<file path="config.mk">
export PLATFORM = sky130hd
export DESIGN_NAME = cpu_fetch_unit_flat
export DESIGN_NICKNAME = d
export VERILOG_FILES = /design/src/rtl/cpu_fetch_unit_pkg.sv /design/src/rtl/cpu_fetch_unit_if.sv /design/src/rtl/cpu_fetch_unit_fifo.sv /design/src/rtl/cpu_fetch_unit.sv /design/src/flat_wrapper.sv
export SDC_FILE = /design/constraint.sdc
export NUM_CORES = 1
export LEC_CHECK = 0
export ABC_AREA = 1
export CAP_MARGIN = 20
export CORE_ASPECT_RATIO = 0.75
export CORE_UTILIZATION = 40
export CTS_CLUSTER_SIZE = 24
export DETAILED_ROUTE_END_ITERATION = 10
export SYNTH_ARGS = -nofsm -noshare
export SYNTH_HDL_FRONTEND = slang
export SYNTH_SLANG_ARGS = --single-unit
</file>
<file path="constraint.sdc">
create_clock -name clk -period 6.5 [get_ports clk]
set_input_delay 0.65 -clock clk [delete_from_list [all_inputs] [get_ports clk]]
set_output_delay 0.65 -clock clk [all_outputs]
set_load 0.05 [all_outputs]
</file>
<file path="src/rtl/cpu_fetch_unit_pkg.sv">
// rtl/cpu_fetch_unit_pkg.sv - shared types and constants for the instruction-fetch stage
package cpu_fetch_unit_pkg;

    localparam int unsigned CPU_XLEN     = 32;
    localparam logic [31:0] RESET_VECTOR = 32'h0000_0000;
    // addi x0, x0, 0
    localparam logic [31:0] INSTR_NOP    = 32'h0000_0013;

    typedef struct packed {
        logic [31:0]         instr;
        logic [CPU_XLEN-1:0] pc;
    } fetch_pkt_t;

endpackage

</file>
<file path="src/rtl/cpu_fetch_unit_if.sv">
// rtl/cpu_fetch_unit_if.sv - instruction-memory request/response bus
//   imem_req_vld/imem_req_addr/imem_req_rdy : in-order fetch requests
//   imem_rsp_vld/imem_rsp_data              : in-order read data, latency >= 1
//   master = fetch unit, slave = instruction memory
interface cpu_fetch_unit_if
    import cpu_fetch_unit_pkg::*;
#(
    parameter int XLEN = CPU_XLEN
) ();

    logic            imem_req_vld;
    logic [XLEN-1:0] imem_req_addr;
    logic            imem_req_rdy;
    logic            imem_rsp_vld;
    logic [31:0]     imem_rsp_data;

    modport master (
        output imem_req_vld, imem_req_addr,
        input  imem_req_rdy, imem_rsp_vld, imem_rsp_data
    );

    modport slave (
        input  imem_req_vld, imem_req_addr,
        output imem_req_rdy, imem_rsp_vld, imem_rsp_data
    );

endinterface

</file>
<file path="src/rtl/cpu_fetch_unit_fifo.sv">
// rtl/cpu_fetch_unit_fifo.sv - prefetch FIFO of fetch packets
//   clk, rst        : clock, synchronous active-high reset
//   flush           : empties the FIFO next cycle (wins over push/pop)
//   push, push_data : write one packet (ignored when full)
//   pop             : drop the head packet (ignored when empty)
//   head            : registered head packet, valid when !empty
//   empty, full     : status
//   count           : occupancy, 0..DEPTH
module cpu_fetch_fifo
    import cpu_fetch_unit_pkg::*;
#(
    parameter  int DEPTH = 4,
    localparam int AW    = $clog2(DEPTH)
) (
    input  logic       clk,
    input  logic       rst,
    input  logic       flush,
    input  logic       push,
    input  fetch_pkt_t push_data,
    input  logic       pop,
    output fetch_pkt_t head,
    output logic       empty,
    output logic       full,
    output logic [AW:0] count
);

    fetch_pkt_t    mem_q [DEPTH];
    // Pointers carry one extra MSB so full and empty differ when the low bits match.
    logic [AW:0]   wr_ptr_q, wr_ptr_d;
    logic [AW:0]   rd_ptr_q, rd_ptr_d;
    logic          do_push, do_pop;

    assign empty   = (wr_ptr_q == rd_ptr_q);
    assign full    = (wr_ptr_q[AW] != rd_ptr_q[AW]) && (wr_ptr_q[AW-1:0] == rd_ptr_q[AW-1:0]);
    assign count   = wr_ptr_q - rd_ptr_q;
    assign head    = mem_q[rd_ptr_q[AW-1:0]];
    assign do_push = push && !full;
    assign do_pop  = pop && !empty;

    always_comb begin
        wr_ptr_d = wr_ptr_q;
        rd_ptr_d = rd_ptr_q;
        if (flush) begin
            wr_ptr_d = '0;
            rd_ptr_d = '0;
        end else begin
            if (do_push) wr_ptr_d = wr_ptr_q + (AW+1)'(1);
            if (do_pop)  rd_ptr_d = rd_ptr_q + (AW+1)'(1);
        end
    end

    always_ff @(posedge clk) begin
        if (rst) begin
            wr_ptr_q <= '0;
            rd_ptr_q <= '0;
        end else begin
            wr_ptr_q <= wr_ptr_d;
            rd_ptr_q <= rd_ptr_d;
        end
    end

    always_ff @(posedge clk) begin
        if (do_push && !flush) mem_q[wr_ptr_q[AW-1:0]] <= push_data;
    end

endmodule

</file>
<file path="src/rtl/cpu_fetch_unit.sv">
// rtl/cpu_fetch_unit.sv - RV32I fetch stage: PC, imem requests, prefetch buffer, decode handshake
//   clk, rst                 : clock, synchronous active-high reset
//   imem (master)            : instruction-memory request/response bus
//   redirect_en, redirect_pc : taken branch/jump from execute, flushes and restarts fetch
//   if_vld, id_rdy           : handshake to decode
//   if_instr, if_pc, if_pc_plus4 : packet to decode (NOP/0/0 when if_vld=0)
module cpu_fetch_unit
    import cpu_fetch_unit_pkg::*;
#(
    parameter int              XLEN       = CPU_XLEN,
    parameter logic [XLEN-1:0] RESET_PC   = XLEN'(RESET_VECTOR),
    parameter int              FIFO_DEPTH = 4
) (
    input  logic             clk,
    input  logic             rst,
    cpu_fetch_unit_if.master imem,
    input  logic             redirect_en,
    input  logic [XLEN-1:0]  redirect_pc,
    output logic             if_vld,
    input  logic             id_rdy,
    output logic [31:0]      if_instr,
    output logic [XLEN-1:0]  if_pc,
    output logic [XLEN-1:0]  if_pc_plus4
);

    localparam int CW = $clog2(FIFO_DEPTH) + 1;
    localparam int TW = $clog2(FIFO_DEPTH);

    logic [XLEN-1:0] pc_q, pc_d;
    logic [CW-1:0]   inflight_q, inflight_d;   // all outstanding requests, stale ones included
    logic [CW-1:0]   drop_q, drop_d;           // how many of those belong to a redirected-away stream
    logic [XLEN-1:0] tag_q [FIFO_DEPTH];       // PCs of live outstanding requests, oldest first
    logic [TW-1:0]   tag_wr_q, tag_wr_d;
    logic [TW-1:0]   tag_rd_q, tag_rd_d;

    logic            req_xfer, rsp_keep;
    logic [CW:0]     credit_used;
    logic            fifo_push, fifo_pop, fifo_empty, fifo_full;
    logic [CW-1:0]   fifo_cnt;
    fetch_pkt_t      fifo_head, push_pkt;

    // Credits count buffered entries plus everything in flight, so every response
    // has a FIFO slot reserved; depends only on registered state, never on id_rdy.
    assign credit_used        = {1'b0, inflight_q} + {1'b0, fifo_cnt};
    assign imem.imem_req_vld  = !rst && (credit_used < (CW+1)'(FIFO_DEPTH));
    assign imem.imem_req_addr = pc_q;

    assign req_xfer = imem.imem_req_vld && imem.imem_req_rdy;
    assign rsp_keep = imem.imem_rsp_vld && (drop_q == '0);

    assign push_pkt.instr = imem.imem_rsp_data;
    assign push_pkt.pc    = tag_q[tag_rd_q];
    assign fifo_push      = rsp_keep && !redirect_en;
    assign fifo_pop       = if_vld && id_rdy && !redirect_en;

    always_comb begin
        pc_d       = pc_q;
        drop_d     = drop_q;
        tag_wr_d   = tag_wr_q;
        tag_rd_d   = tag_rd_q;
        inflight_d = inflight_q + CW'(req_xfer) - CW'(imem.imem_rsp_vld);
        if (redirect_en) begin
            // Everything still outstanding after this cycle belongs to the old stream.
            pc_d     = redirect_pc & ~XLEN'(3);
            drop_d   = inflight_d;
            tag_wr_d = '0;
            tag_rd_d = '0;
        end else begin
            if (req_xfer) begin
                pc_d     = pc_q + XLEN'(4);
                tag_wr_d = tag_wr_q + TW'(1);
            end
            if (imem.imem_rsp_vld) begin
                if (drop_q != '0) drop_d   = drop_q - CW'(1);
                else              tag_rd_d = tag_rd_q + TW'(1);
            end
        end
    end

    always_ff @(posedge clk) begin
        if (rst) begin
            pc_q       <= RESET_PC;
            inflight_q <= '0;
            drop_q     <= '0;
            tag_wr_q   <= '0;
            tag_rd_q   <= '0;
        end else begin
            pc_q       <= pc_d;
            inflight_q <= inflight_d;
            drop_q     <= drop_d;
            tag_wr_q   <= tag_wr_d;
            tag_rd_q   <= tag_rd_d;
        end
    end

    always_ff @(posedge clk) begin
        if (req_xfer && !redirect_en) tag_q[tag_wr_q] <= pc_q;
    end

    cpu_fetch_fifo #(.DEPTH(FIFO_DEPTH)) u_fifo (
        .clk       (clk),
        .rst       (rst),
        .flush     (redirect_en),
        .push      (fifo_push),
        .push_data (push_pkt),
        .pop       (fifo_pop),
        .head      (fifo_head),
        .empty     (fifo_empty),
        .full      (fifo_full),
        .count     (fifo_cnt)
    );

    assign if_vld      = !fifo_empty;
    assign if_instr    = if_vld ? fifo_head.instr : INSTR_NOP;
    assign if_pc       = if_vld ? fifo_head.pc : '0;
    assign if_pc_plus4 = if_vld ? fifo_head.pc + XLEN'(4) : '0;

    a_no_push_when_full: assert property (@(posedge clk) disable iff (rst) !(fifo_push && fifo_full));

endmodule
</file>
<file path="src/flat_wrapper.sv">
// flat-port wrapper written by rule: the top's interface ports become plain ports
module cpu_fetch_unit_flat import cpu_fetch_unit_pkg::*;
#(
    parameter int              XLEN       = CPU_XLEN,
    parameter logic [XLEN-1:0] RESET_PC   = XLEN'(RESET_VECTOR),
    parameter int              FIFO_DEPTH = 4
)
  (clk, rst, redirect_en, redirect_pc, if_vld, id_rdy, if_instr, if_pc, if_pc_plus4, imem_imem_req_vld, imem_imem_req_addr, imem_imem_req_rdy, imem_imem_rsp_vld, imem_imem_rsp_data);
  cpu_fetch_unit_if #(.XLEN(XLEN)) imem_i ();
  input  logic clk;
  input  logic rst;
  input  logic redirect_en;
  input  logic [XLEN-1:0] redirect_pc;
  output logic if_vld;
  input  logic id_rdy;
  output logic [31:0] if_instr;
  output logic [XLEN-1:0] if_pc;
  output logic [XLEN-1:0] if_pc_plus4;
  output wire logic [$bits(imem_i.imem_req_vld)-1:0] imem_imem_req_vld;
  output wire logic [$bits(imem_i.imem_req_addr)-1:0] imem_imem_req_addr;
  input wire logic [$bits(imem_i.imem_req_rdy)-1:0] imem_imem_req_rdy;
  input wire logic [$bits(imem_i.imem_rsp_vld)-1:0] imem_imem_rsp_vld;
  input wire logic [$bits(imem_i.imem_rsp_data)-1:0] imem_imem_rsp_data;
  assign imem_imem_req_vld = imem_i.imem_req_vld;
  assign imem_imem_req_addr = imem_i.imem_req_addr;
  assign imem_i.imem_req_rdy = imem_imem_req_rdy;
  assign imem_i.imem_rsp_vld = imem_imem_rsp_vld;
  assign imem_i.imem_rsp_data = imem_imem_rsp_data;
  cpu_fetch_unit #(.XLEN(XLEN), .RESET_PC(RESET_PC), .FIFO_DEPTH(FIFO_DEPTH)) u_core (.clk(clk), .rst(rst), .imem(imem_i), .redirect_en(redirect_en), .redirect_pc(redirect_pc), .if_vld(if_vld), .id_rdy(id_rdy), .if_instr(if_instr), .if_pc(if_pc), .if_pc_plus4(if_pc_plus4));
endmodule
</file>
* Yosys cells after proc, flatten, opt, wreduce, memory -nomap -nowiden
Memory sizes are Yosys's and may differ from the RTL's. A register that Yosys moved wholly into a read port is not among the register bits.
Cells that the tools add are included.
** Cells by class
- Add/sub/neg operators :: 11
- Multiply operators :: 0
- Div/mod/pow operators :: 0
- Order comparisons :: 1
- Equal/unequal tests :: 3
- Shifts and indexed selects :: 0
- Multiplexer cells :: 16
- Bitwise logic cells :: 1
- Reductions and logical operators :: 23
** Operators by type and width (count)
- 32-bit 2-to-1 mux :: 5
- 32-bit by 3-bit adder with 32-bit output, second input constant :: 2
- 1-bit logical AND :: 11
- 3-bit 2-to-1 mux :: 3
- 2-bit 2-to-1 mux :: 4
- 3-bit by 1-bit adder with 3-bit output, second input constant :: 2
- 2-bit nonzero test :: 3
- 2-bit by 1-bit adder with 2-bit output, second input constant :: 2
- 3-bit by 3-bit adder with 4-bit output :: 1
- 1-bit zero test :: 4
- 4-bit by 3-bit less-than comparator with 1-bit output, second input constant :: 1
- 1-bit 2-to-1 mux :: 4
- 2-bit AND reduction :: 2
- 3-bit by 1-bit adder with 3-bit output :: 1
- 3-bit == test :: 1
- 3-bit zero test :: 1
- 3-bit nonzero test :: 1
- 3-bit by 1-bit subtractor with 3-bit output :: 1
- 3-bit by 1-bit subtractor with 3-bit output, second input constant :: 1
- 3-bit subtractor :: 1
- 2-bit == test :: 1
- 2-bit OR reduction :: 1
- 1-bit != test :: 1
- 1-bit inverter :: 1
** Word-level totals
- Bits in registers :: 48
- Latch bits :: 0
- Bits in writable memories :: 384
- ROM bits :: 0
- Input port bits :: 70
- Output and inout port bits :: 130
- Logic and storage cells :: 65
- Memories :: 2
** Memories
- u_core.u_fifo.mem_q :: words 4, width 64, rd ports 1, clocked after memory_dff 1, wr ports 1, RTL line cpu_fetch_unit_fifo.sv:27 : fetch_pkt_t mem_q [DEPTH];
- u_core.tag_q :: words 4, width 32, rd ports 1, clocked after memory_dff 1, wr ports 1, RTL line cpu_fetch_unit.sv:32 : logic [XLEN-1:0] tag_q [FIFO_DEPTH];

* Longest topological paths before layout
Gate-level depths: netlist (run 1).
- Depth after elaboration :: 8
- Depth in mapped cells :: 17
- Mapped depth without buffers :: 17

* Hierarchy
Synthesis (run 1) repeated with hierarchy kept, for this count alone.
** Unflattened totals
- Cell total of the unflattened synthesis :: 1776
- Area total of the unflattened synthesis :: 18739.2 um^2
** By module, submodules not included
- cpu_fetch_fifo :: times used 1, cells an instance 694, area an instance 10023.4 um^2
- cpu_fetch_unit :: times used 1, cells an instance 1082, area an instance 8715.9 um^2

* Worst setup path before layout (run 1)
Ideal clock, no wire load.
- Path kind :: flip-flop to flip-flop
- Start :: reg u_core.u_fifo.wr_ptr_q[0]
- End :: mem u_core.u_fifo.mem_q[3][10] (netlist bit), enable pin
- Setup time :: 0.485 ns
- Arrival :: 3.660 ns
- Data required time :: 6.015 ns
- Slack :: 2.354 ns
- Cell stages (with the launch flop) :: 6
- Buffers on the path :: 0
- Path through :: dfxtp_1 > inv_1 > ha_1 > nand3_1 > nand3_1 > nor2_1
** Between the ends
- Cells in the longest elaborated chain, start to end :: 7
** RTL lines
- start, declared :: RTL line cpu_fetch_unit_fifo.sv:29 : logic [AW:0] wr_ptr_q, wr_ptr_d;
- start signal, assigned :: RTL line cpu_fetch_unit_fifo.sv:57 : wr_ptr_q <= wr_ptr_d;
- 2-bit == test :: RTL line cpu_fetch_unit_fifo.sv:34 : assign full = (wr_ptr_q[AW] != rd_ptr_q[AW]) && (wr_ptr_q[AW-1:0] == rd_ptr_q[AW-1:0]);
- 1-bit logical AND :: RTL line cpu_fetch_unit_fifo.sv:34
- 1-bit zero test :: RTL line cpu_fetch_unit_fifo.sv:37 : assign do_push = push && !full;
- 1-bit logical AND :: RTL line cpu_fetch_unit_fifo.sv:37
- 1-bit logical AND :: RTL line cpu_fetch_unit_fifo.sv:63 : if (do_push && !flush) mem_q[wr_ptr_q[AW-1:0]] <= push_data;
- 1-bit 2-to-1 mux :: RTL line cpu_fetch_unit_fifo.sv:63
- 1-bit 2-to-1 mux (implied by the code) :: RTL line cpu_fetch_unit_fifo.sv:63
- end, declared :: RTL line cpu_fetch_unit_fifo.sv:27
Parallel ways exist; a longest one is shown, timed or not.

==> results of run 1 <==
## cell usage after synthesis (2+ instances only)
library cell	n	share of area
sky130_fd_sc_hd__buf_1	14	0.0028
sky130_fd_sc_hd__ha_1	19	0.013
sky130_fd_sc_hd__o21ai_0	147	0.039
sky130_fd_sc_hd__o22ai_1	30	0.0099
sky130_fd_sc_hd__nand4_1	7	0.0023
sky130_fd_sc_hd__nand3_1	102	0.027
sky130_fd_sc_hd__dfxtp_1	50	0.053
sky130_fd_sc_hd__inv_1	101	0.020
sky130_fd_sc_hd__buf_2	21	0.0056
sky130_fd_sc_hd__o211ai_1	4	0.0016
sky130_fd_sc_hd__xor2_1	16	0.0074
sky130_fd_sc_hd__clkbuf_1	41	0.0082
sky130_fd_sc_hd__nor2_2	9	0.0030
sky130_fd_sc_hd__nor2_1	346	0.069
sky130_fd_sc_hd__buf_6	5	0.0030
sky130_fd_sc_hd__nor3_1	11	0.0029
sky130_fd_sc_hd__buf_4	14	0.0056
sky130_fd_sc_hd__xnor2_1	9	0.0042
sky130_fd_sc_hd__nor2_4	5	0.0030
sky130_fd_sc_hd__nand2_1	482	0.096
sky130_fd_sc_hd__a21oi_1	75	0.020
sky130_fd_sc_hd__fa_1	2	0.0021
sky130_fd_sc_hd__edfxtp_1	368	0.59
sky130_fd_sc_hd__o21a_1	3	0.0012
sky130_fd_sc_hd__or2_2	3	0.00099
sky130_fd_sc_hd__nand2_2	8	0.0027
sky130_fd_sc_hd__inv_2	6	0.0012
sky130_fd_sc_hd__a31oi_1	9	0.0030
sky130_fd_sc_hd__o311ai_0	3	0.0014
## worst max-delay path, stage by stage (launching register included)
cell	delay, ps
sky130_fd_sc_hd__dfxtp_4	860
sky130_fd_sc_hd__buf_4	710
sky130_fd_sc_hd__nand2_1	160
sky130_fd_sc_hd__nand2_1	110
sky130_fd_sc_hd__nand2_1	50
sky130_fd_sc_hd__nand2_1	250
sky130_fd_sc_hd__nand2_1	120
sky130_fd_sc_hd__nor2_1	160
sky130_fd_sc_hd__nand2_1	120
sky130_fd_sc_hd__nor2_1	200
sky130_fd_sc_hd__a21oi_1	90
sky130_fd_sc_hd__nor2_1	130
sky130_fd_sc_hd__clkdlybuf4s50_1	810
## through the flow
stage,power (W),hold WS [ps]
after floorplan,0.003879,456.7
after global placement,0.004265,474.9
after detailed placement,0.004277,473.5
after CTS,0.006612,498.6
after global routing,0.006816,541.2
final,0.006559,498.3
## flip-flops by register name (all words and copies together) (netlist names), named ones only
name / flops
u_core.u_fifo.mem_q: 248
u_core.tag_q: 120
u_core.imem.imem_req_addr: 30
u_core.drop_q: 3
u_core.inflight_q: 3
u_core.u_fifo.rd_ptr_q: 3
u_core.u_fifo.wr_ptr_q: 3
u_core.tag_rd_q: 2
u_core.tag_wr_q: 2
## metal layers
layer  GRT usage  vias up  routed length (um)
met2      0.3276      416               22460
met5           0        -                   0
li1            -     6817                   -
met3     0.03297       63                3218
met1      0.2985     6630               22850
met4     0.04639        0                 804
## layout make-up
cell class	instances	area [sq um]	share of cell area
Multi-Input combinational cell	1306	5989	0.2649
Timing Repair Buffer	211	2062	0.09119
Tap cell	630	788.3	0.03486
Inverter	108	410.4	0.01815
Clock inverter	16	163.9	0.007248
Clock buffer	58	1142	0.05052
Sequential cell	418	12060	0.5332
## cells by family after synthesis
kind of cell / synth area share
AND/OR/NAND/NOR: 0.2081
flip-flops: 0.6386
AO/OA/AOI/OAI: 0.07922
buffers and inverters: 0.04760
XOR/XNOR: 0.01160
adder cells (fa/ha/maj): 0.01472
other: 0.0001987
## worst max path at each step
stage,start,to,slack (ps),cells after the start
floorplan,u_core.u_fifo.wr_ptr_q[0]$_SDFFE_PP0P_,u_core.u_fifo.mem_q[3][10]$_DFFE_PP_,2350,5
global placement,flip-flop,if_pc_plus4[24],2020,14
detailed placement,flip-flop,if_pc_plus4[24],1980,14
CTS,flip-flop,if_pc_plus4[24],1380,14
global route,flip-flop,if_pc_plus4[30],1050,12
finish,flip-flop,if_pc_plus4[30],1400,12
## power by group
| part | switching, W | internal [W] |
|---|---|---|
| Combinational | 0.000784 | 0.000320 |
| Sequential | 0.0000725 | 0.00304 |
| Clock | 0.000990 | 0.00135 |
| Total | 0.00185 | 0.00471 |
==> results by group, run 1 <==
Placed design
  – Routability congestion estimate from global placement: 0.9138
  – Cell area after placement: 0.02131 sq mm
  – HPWL reported at the end of detailed placement: 30,910 um
  – Post-Place Setup Slack: 1976 ps
  – Placed cell count: 2,673
  – Count of buffers inserted at the top-level ports: 191

Clocking
  – Number of buffers inserted for hold repair after clock tree synthesis: 0
  – TritonCTS Sinks: 418
  – Root Buffer: sky130_fd_sc_hd__clkbuf_16
  – Count of H-tree levels built during CTS: 2
  – Clock buffer count from CTS: 43
  – Worst-Skew Late Latency: 550 ps
  – Total of cells resized after clock tree synthesis: 0
  – Number of buffers inserted to repair setup after CTS: 0
  – Max clock buf depth: 3
  – Clock tree from TritonCTS: done
  – Clock slew seen by the registers of the worst setup and hold paths: 60 ps

Layout
  – Number of non-filler instances in the completed layout: 2,747
  – Net count reported at finish: 2,179
  – Total non-filler cell area in the finished layout: 0.02261 sq mm
  – Most frequent cells in the layout: 482 x sky130_fd_sc_hd__nand2_1, 368 x sky130_fd_sc_hd__edfxtp_1, 337 x sky130_fd_sc_hd__nor2_1, 191 x sky130_fd_sc_hd__clkdlybuf4s50_1, 147 x sky130_fd_sc_hd__o21ai_0
  – Count of fill cells added during filler insertion: 4,250
  – Core Util, Final: 0.4886
  – Most frequent standard cell in the layout excluding fill and tap cells: sky130_fd_sc_hd__nand2_1
  – Synth-to-layout area growth: 19.82%
  – Fraction of layout instances using a drive strength above 1: 0.05716
  – Number of diodes: 0

Worst setup path
  – Kind of start point of the critical path: flip-flop
  – Critical path class: reg -> out
  – Req. time, crit path: 5850 ps
  – Minimum setup slack among reg-to-reg paths: 2220 ps
  – Crit Reg-Reg Endpoint: u_core.tag_q[2][7]$_DFFE_PP_
  – Critical Path Sink Type: output pin
  – Worst Path Arrival: 4450 ps
  – Worst r2r src: u_core.u_fifo.wr_ptr_q[0]$_SDFFE_PP0P_
  – Count of cells along the worst register-to-register path: 12
  – Maximum net fanout on the critical path: 68

Status
  – Result of the run: finished, final reports clean

Min path
  – Worst hold path type: reg -> reg
  – Worst hold start: u_core.tag_rd_q[1]$_SDFFE_PP0P_
  – Number of instances on the worst hold path: 1
  – Worst-case hold path end point: u_core.tag_rd_q[1]$_SDFFE_PP0P_

Logic synthesis
  – Warnings from Yosys: 0
  – Commonest register cell after synthesis: sky130_fd_sc_hd__edfxtp_1
  – Synthesized area per cell: 9.814 sq um
  – Library cells used by synthesis: 42
  – Register bit total from synthesis: 418
  – Count of flip-flops with a built-in enable after synthesis: 368
  – Gate count after technology mapping: 1,923
  – Cell area after synthesis: 0.01887 sq mm
  – Register area share after synthesis: 0.6386
  – Async S/R FF share, synth: 0

Pwr
  – Leakage component of the power: 8.300 nW
  – Largest vdd supply drop: 0.2267 mV
  – Power density cells: 290.1 mW/mm^2

Floorplanning
  – Rows: 68
  – Chip Width: 252.8 um
  – Total Die Area: 0.04806 sq mm
  – Floorplan die height: 190.1 um
  – Area of the core region: 0.04628 sq mm
  – Initial core utilization: 0.4078
  – # IOs: 200

Detailed routing
  – DR iter-0 viols: 1,182
  – Post-detailed-route via-to-cell ratio: 5.070
  – Pre-Repair DR Iteration Count: 8
  – Count of vias placed by the detailed router: 13,930
  – Final routed wirelength across all metal layers: 49,340 um
  – Antenna Violating Nets Remaining: 0
  – Detailed-route DRC error count: 0
  – Average wire per cell in the routed design: 17.96 um

STA
  – Total negative slack: 0 ps
  – Unrepaired setup endpoints after global routing: false
  – Slew at the pin closest to its max-slew limit: 1094 ps
  – Final setup vio count: 0
  – Min setup slack post-route: 1395 ps
  – Max-slew violation total from the final report: 0
  – Tmin final: 5105 ps
  – Clock skew after layout: 18.60 ps
  – Max frequency: 195.9 MHz
  – Relative slew slack: 0.2709
  – Hold Violations, Final: 0
  – Final cycle utilization of the critical path: 0.7854

GRT
  – Vias in the first global route: 13,450
  – GRT Overall Usage: 0.2068
  – Pin count of the biggest net entering global routing: 134
  – Wire length of the first global-routing pass: 76,810 um
  – Initial antenna violation count: 0
  – Overflow left after global routing: 0

Job
  – Max Cap Violations: 0
No activity file was read; power rests on OpenSTA's default activity.
==> run 2, diff against run 1 <==
==> constraint.sdc (replaced) <==
create_clock -name clk -period 4.3 [get_ports clk]
set_input_delay 0.43 -clock clk [delete_from_list [all_inputs] [get_ports clk]]
set_output_delay 0.43 -clock clk [all_outputs]
set_load 0.05 [all_outputs]
==> results by group, run 2 (synthesis results as in run 1) <==
Layout
  – Fraction of layout instances using a drive strength above 1: 0.07562 (was 0.05716)
  – Most frequent standard cell in the layout excluding fill and tap cells: sky130_fd_sc_hd__nand2_1 (unchanged)
  – Synth-to-layout area growth: 21.49% (was 19.82%)
  – Core Util, Final: 0.4954 (was 0.4886)
  – Flip-flop count of the largest register after layout: 248 (unchanged)
  – Number of diodes: 0 (unchanged)
  – Total non-filler cell area in the finished layout: 0.02293 sq mm (was 0.02261 sq mm)
  – Net count reported at finish: 2,188 (was 2,179)
  – Most frequent cells in the layout: 482 x sky130_fd_sc_hd__nand2_1, 368 x sky130_fd_sc_hd__edfxtp_1, 337 x sky130_fd_sc_hd__nor2_1, 165 x sky130_fd_sc_hd__clkdlybuf4s50_1, 147 x sky130_fd_sc_hd__o21ai_0 (was 482 x sky130_fd_sc_hd__nand2_1, 368 x sky130_fd_sc_hd__edfxtp_1, 337 x sky130_fd_sc_hd__nor2_1, 191 x sky130_fd_sc_hd__clkdlybuf4s50_1, 147 x sky130_fd_sc_hd__o21ai_0)
  – Count of fill cells added during filler insertion: 4,211 (was 4,250)

Floorplanning
  – # IOs: 200 (unchanged)
  – Chip Width: 252.8 um (unchanged)
  – Total Die Area: 0.04806 sq mm (unchanged)
  – Initial core utilization: 0.4078 (unchanged)
  – Area of the core region: 0.04628 sq mm (unchanged)
  – Rows: 68 (unchanged)
  – Floorplan die height: 190.1 um (unchanged)

Placed design
  – HPWL reported at the end of detailed placement: 31,860 um (was 30,910 um)
  – Cell area after placement: 0.02153 sq mm (was 0.02131 sq mm)
  – Count of buffers inserted at the top-level ports: 191 (unchanged)
  – Post-Place Setup Slack: 770.2 ps (was 1976 ps)
  – Routability congestion estimate from global placement: 0.8999 (was 0.9138)

STA
  – Final setup vio count: 0 (unchanged)
  – Tmin final: 3890 ps
  – Max-slew violation total from the final report: 0 (unchanged)
  – Slew at the pin closest to its max-slew limit: 863.0 ps (was 1094 ps)
  – Clock skew after layout: 20.34 ps (was 18.60 ps)
  – Relative slew slack: 0.4240 (was 0.2709)
  – Worst hold slack: 471.3 ps (was 498.3 ps)
  – Total negative slack: 0 ps (unchanged)
  – Unrepaired setup endpoints after global routing: false (unchanged)
  – Min setup slack post-route: 410.0 ps (was 1395 ps)
  – Final cycle utilization of the critical path: 0.9046
  – Max frequency: 257.1 MHz
  – Hold Violations, Final: 0 (unchanged)

Pwr
  – Power density cells: 442.2 mW/mm^2 (was 290.1 mW/mm^2)
  – Leakage component of the power: 8.485 nW (was 8.300 nW)
  – Largest vdd supply drop: 0.3133 mV (was 0.2267 mV)

Detailed routing
  – Average wire per cell in the routed design: 18.02 um (was 17.96 um)
  – Antenna Violating Nets Remaining: 0 (unchanged)
  – Count of vias placed by the detailed router: 14,030 (was 13,930)
  – DR iter-0 viols: 1,103 (was 1,182)
  – Detailed-route DRC error count: 0 (unchanged)
  – Final routed wirelength across all metal layers: 49,720 um (was 49,340 um)
  – Pre-Repair DR Iteration Count: 5 (was 8)
  – Post-detailed-route via-to-cell ratio: 5.084 (was 5.070)

Clocking
  – Number of buffers inserted to repair setup after CTS: 0 (unchanged)
  – Worst-Skew Late Latency: 550 ps (about the same)
  – Clock tree from TritonCTS: done (unchanged)
  – TritonCTS Sinks: 418 (unchanged)
  – Count of H-tree levels built during CTS: 2 (unchanged)
  – Max clock buf depth: 3 (unchanged)
  – Number of buffers inserted for hold repair after clock tree synthesis: 0 (unchanged)
  – Root Buffer: sky130_fd_sc_hd__clkbuf_16 (unchanged)
  – Clock slew seen by the registers of the worst setup and hold paths: 60 ps (about the same)
  – Clock buffer count from CTS: 44 (was 43)

GRT
  – GRT Overall Usage: 0.2078 (was 0.2068)
  – Initial antenna violation count: 0 (unchanged)
  – Overflow left after global routing: 0 (unchanged)
  – Vias in the first global route: 13,580 (was 13,450)
  – Pin count of the biggest net entering global routing: 93 (was 134)
  – Wire length of the first global-routing pass: 77,150 um (was 76,810 um)

Min path
  – Number of instances on the worst hold path: 3 (was 1)
  – Worst-case hold path end point: u_core.imem.imem_req_addr[16]$_SDFFE_PP0P_ (was u_core.tag_rd_q[1]$_SDFFE_PP0P_)
  – Worst hold path type: in -> reg (was reg -> reg)
  – Worst hold start: redirect_pc[16] (was u_core.tag_rd_q[1]$_SDFFE_PP0P_)

Worst setup path
  – Kind of start point of the critical path: flip-flop (unchanged)
  – Worst Path Arrival: 3460 ps (was 4450 ps)
  – Count of cells along the worst register-to-register path: 13 (was 12)
  – Maximum net fanout on the critical path: 61 (was 68)
  – Worst-path cell chain: inv_8, buf_4, nand2_1, nand2_1, nand2_1, nand2_1, nand2_1, nor2_1, nand2_1, nor2_1, a21oi_1, nor2_1, buf_12 (was buf_4, nand2_1, nand2_1, nand2_1, nand2_1, nand2_1, nor2_1, nand2_1, nor2_1, a21oi_1, nor2_1, clkdlybuf4s50_1)
  – Buf/Inv on CP: 3 (was 2)
  – Req. time, crit path: 3870 ps (was 5850 ps)
  – Cell family with most CP delay: simple AND/OR/NAND/NOR gates (was buffers and inverters)
  – Delay contributed by the slowest stage of the critical path: 520 ps (was 860 ps)
  – Critical Path Sink Type: output pin (unchanged)
  – Worst r2r src: u_core.u_fifo.wr_ptr_q[0]$_SDFFE_PP0P_ (unchanged)
  – Critical path class: reg -> out (unchanged)
  – Minimum setup slack among reg-to-reg paths: 720 ps (was 2220 ps)
  – Cell with the largest stage delay on the worst path: sky130_fd_sc_hd__dfxtp_4 (unchanged)
  – Most prevalent standard cell on the critical path: sky130_fd_sc_hd__nand2_1 (unchanged)
  – Crit Reg-Reg Endpoint: u_core.tag_q[0][5]$_DFFE_PP_ (was u_core.tag_q[2][7]$_DFFE_PP_)

Job
  – Max Cap Violations: 0 (unchanged)

Status
  – Result of the run: finished, final reports clean (unchanged)
[run 2: cell count changes in the layout (fill, tap and decap cells not counted), sizes merged]
cell	before	now
buf	20	54
bufinv	3	4
clkbuf	58	56
clkdlybuf4s50	191	165
clkinv	11	13
clkinvlp	1	2
inv	109	111
[run 2: how the worst max path moves through the flow]
stage / cells after the start / start / slack (ps) / to
floorplan: 5 / u_core.u_fifo.wr_ptr_q[0]$_SDFFE_PP0P_ / 150 / u_core.u_fifo.mem_q[3][10]$_DFFE_PP_
global placement: 17 / u_core.u_fifo.wr_ptr_q[0]$_SDFFE_PP0P_ / 810 / u_core.drop_q[2]$_SDFFE_PP0P_
detailed placement: 13 / u_core.u_fifo.wr_ptr_q[0]$_SDFFE_PP0P_ / 770 / u_core.tag_q[0][2]$_DFFE_PP_
CTS: 9 / flip-flop / 350 / if_pc_plus4[9]
global route: 13 / flip-flop / 90 / if_pc_plus4[30]
finish: 13 / flip-flop / 410 / if_pc_plus4[28]
[run 2: power breakdown]
| group | total, W | switching, W | internal, W |
|---|---|---|---|
| registers | 0.00471 | 0.000110 | 0.00460 |
| clock network | 0.00371 | 0.00153 | 0.00218 |
| logic | 0.00172 | 0.00120 | 0.000519 |
| total | 0.0101 | 0.00284 | 0.00730 |
[run 2: cell type report]
type | instances | area (sq um) | area share
clock buffer | 56 | 1177 | 0.05135
clock inverter | 22 | 222.7 | 0.009713
inverter | 108 | 412.9 | 0.01801
multi-input combinational | 1306 | 5989 | 0.2612
sequential | 418 | 12060 | 0.5258
tap | 630 | 788.3 | 0.03438
timing repair buffer | 219 | 2282 | 0.09953
[run 2: per-layer routing]
metal,share of wire,global-route usage,routed length (um),vias up
met5,0,0,0,-
met4,0.016,0.05082,804,0
met3,0.057,0.02942,2829,61
met2,0.46,0.3297,22750,409
met1,0.47,0.3002,23330,6723
li1,-,-,-,6834
[run 2: through the flow]
step	total power (W)	std cells
after floorplan	0.005863	1928
after global placement	0.006496	2681
after detailed placement	0.006517	2681
after CTS	0.01022	2759
after global routing	0.01051	2759
final	0.01014	2759
[run 2: worst min-delay path, cell delays in order]
cell and delay [ps]:
sky130_fd_sc_hd__clkdlybuf4s50_1 410, sky130_fd_sc_hd__nand2_1 70, sky130_fd_sc_hd__a31oi_1 70
[run 2: repair_timing]
item | in CTS | in global routing
resized for setup | 0 | 1
endpoints found under the hold margin | 0 | 0
endpoints found under the setup margin | 0 | 1
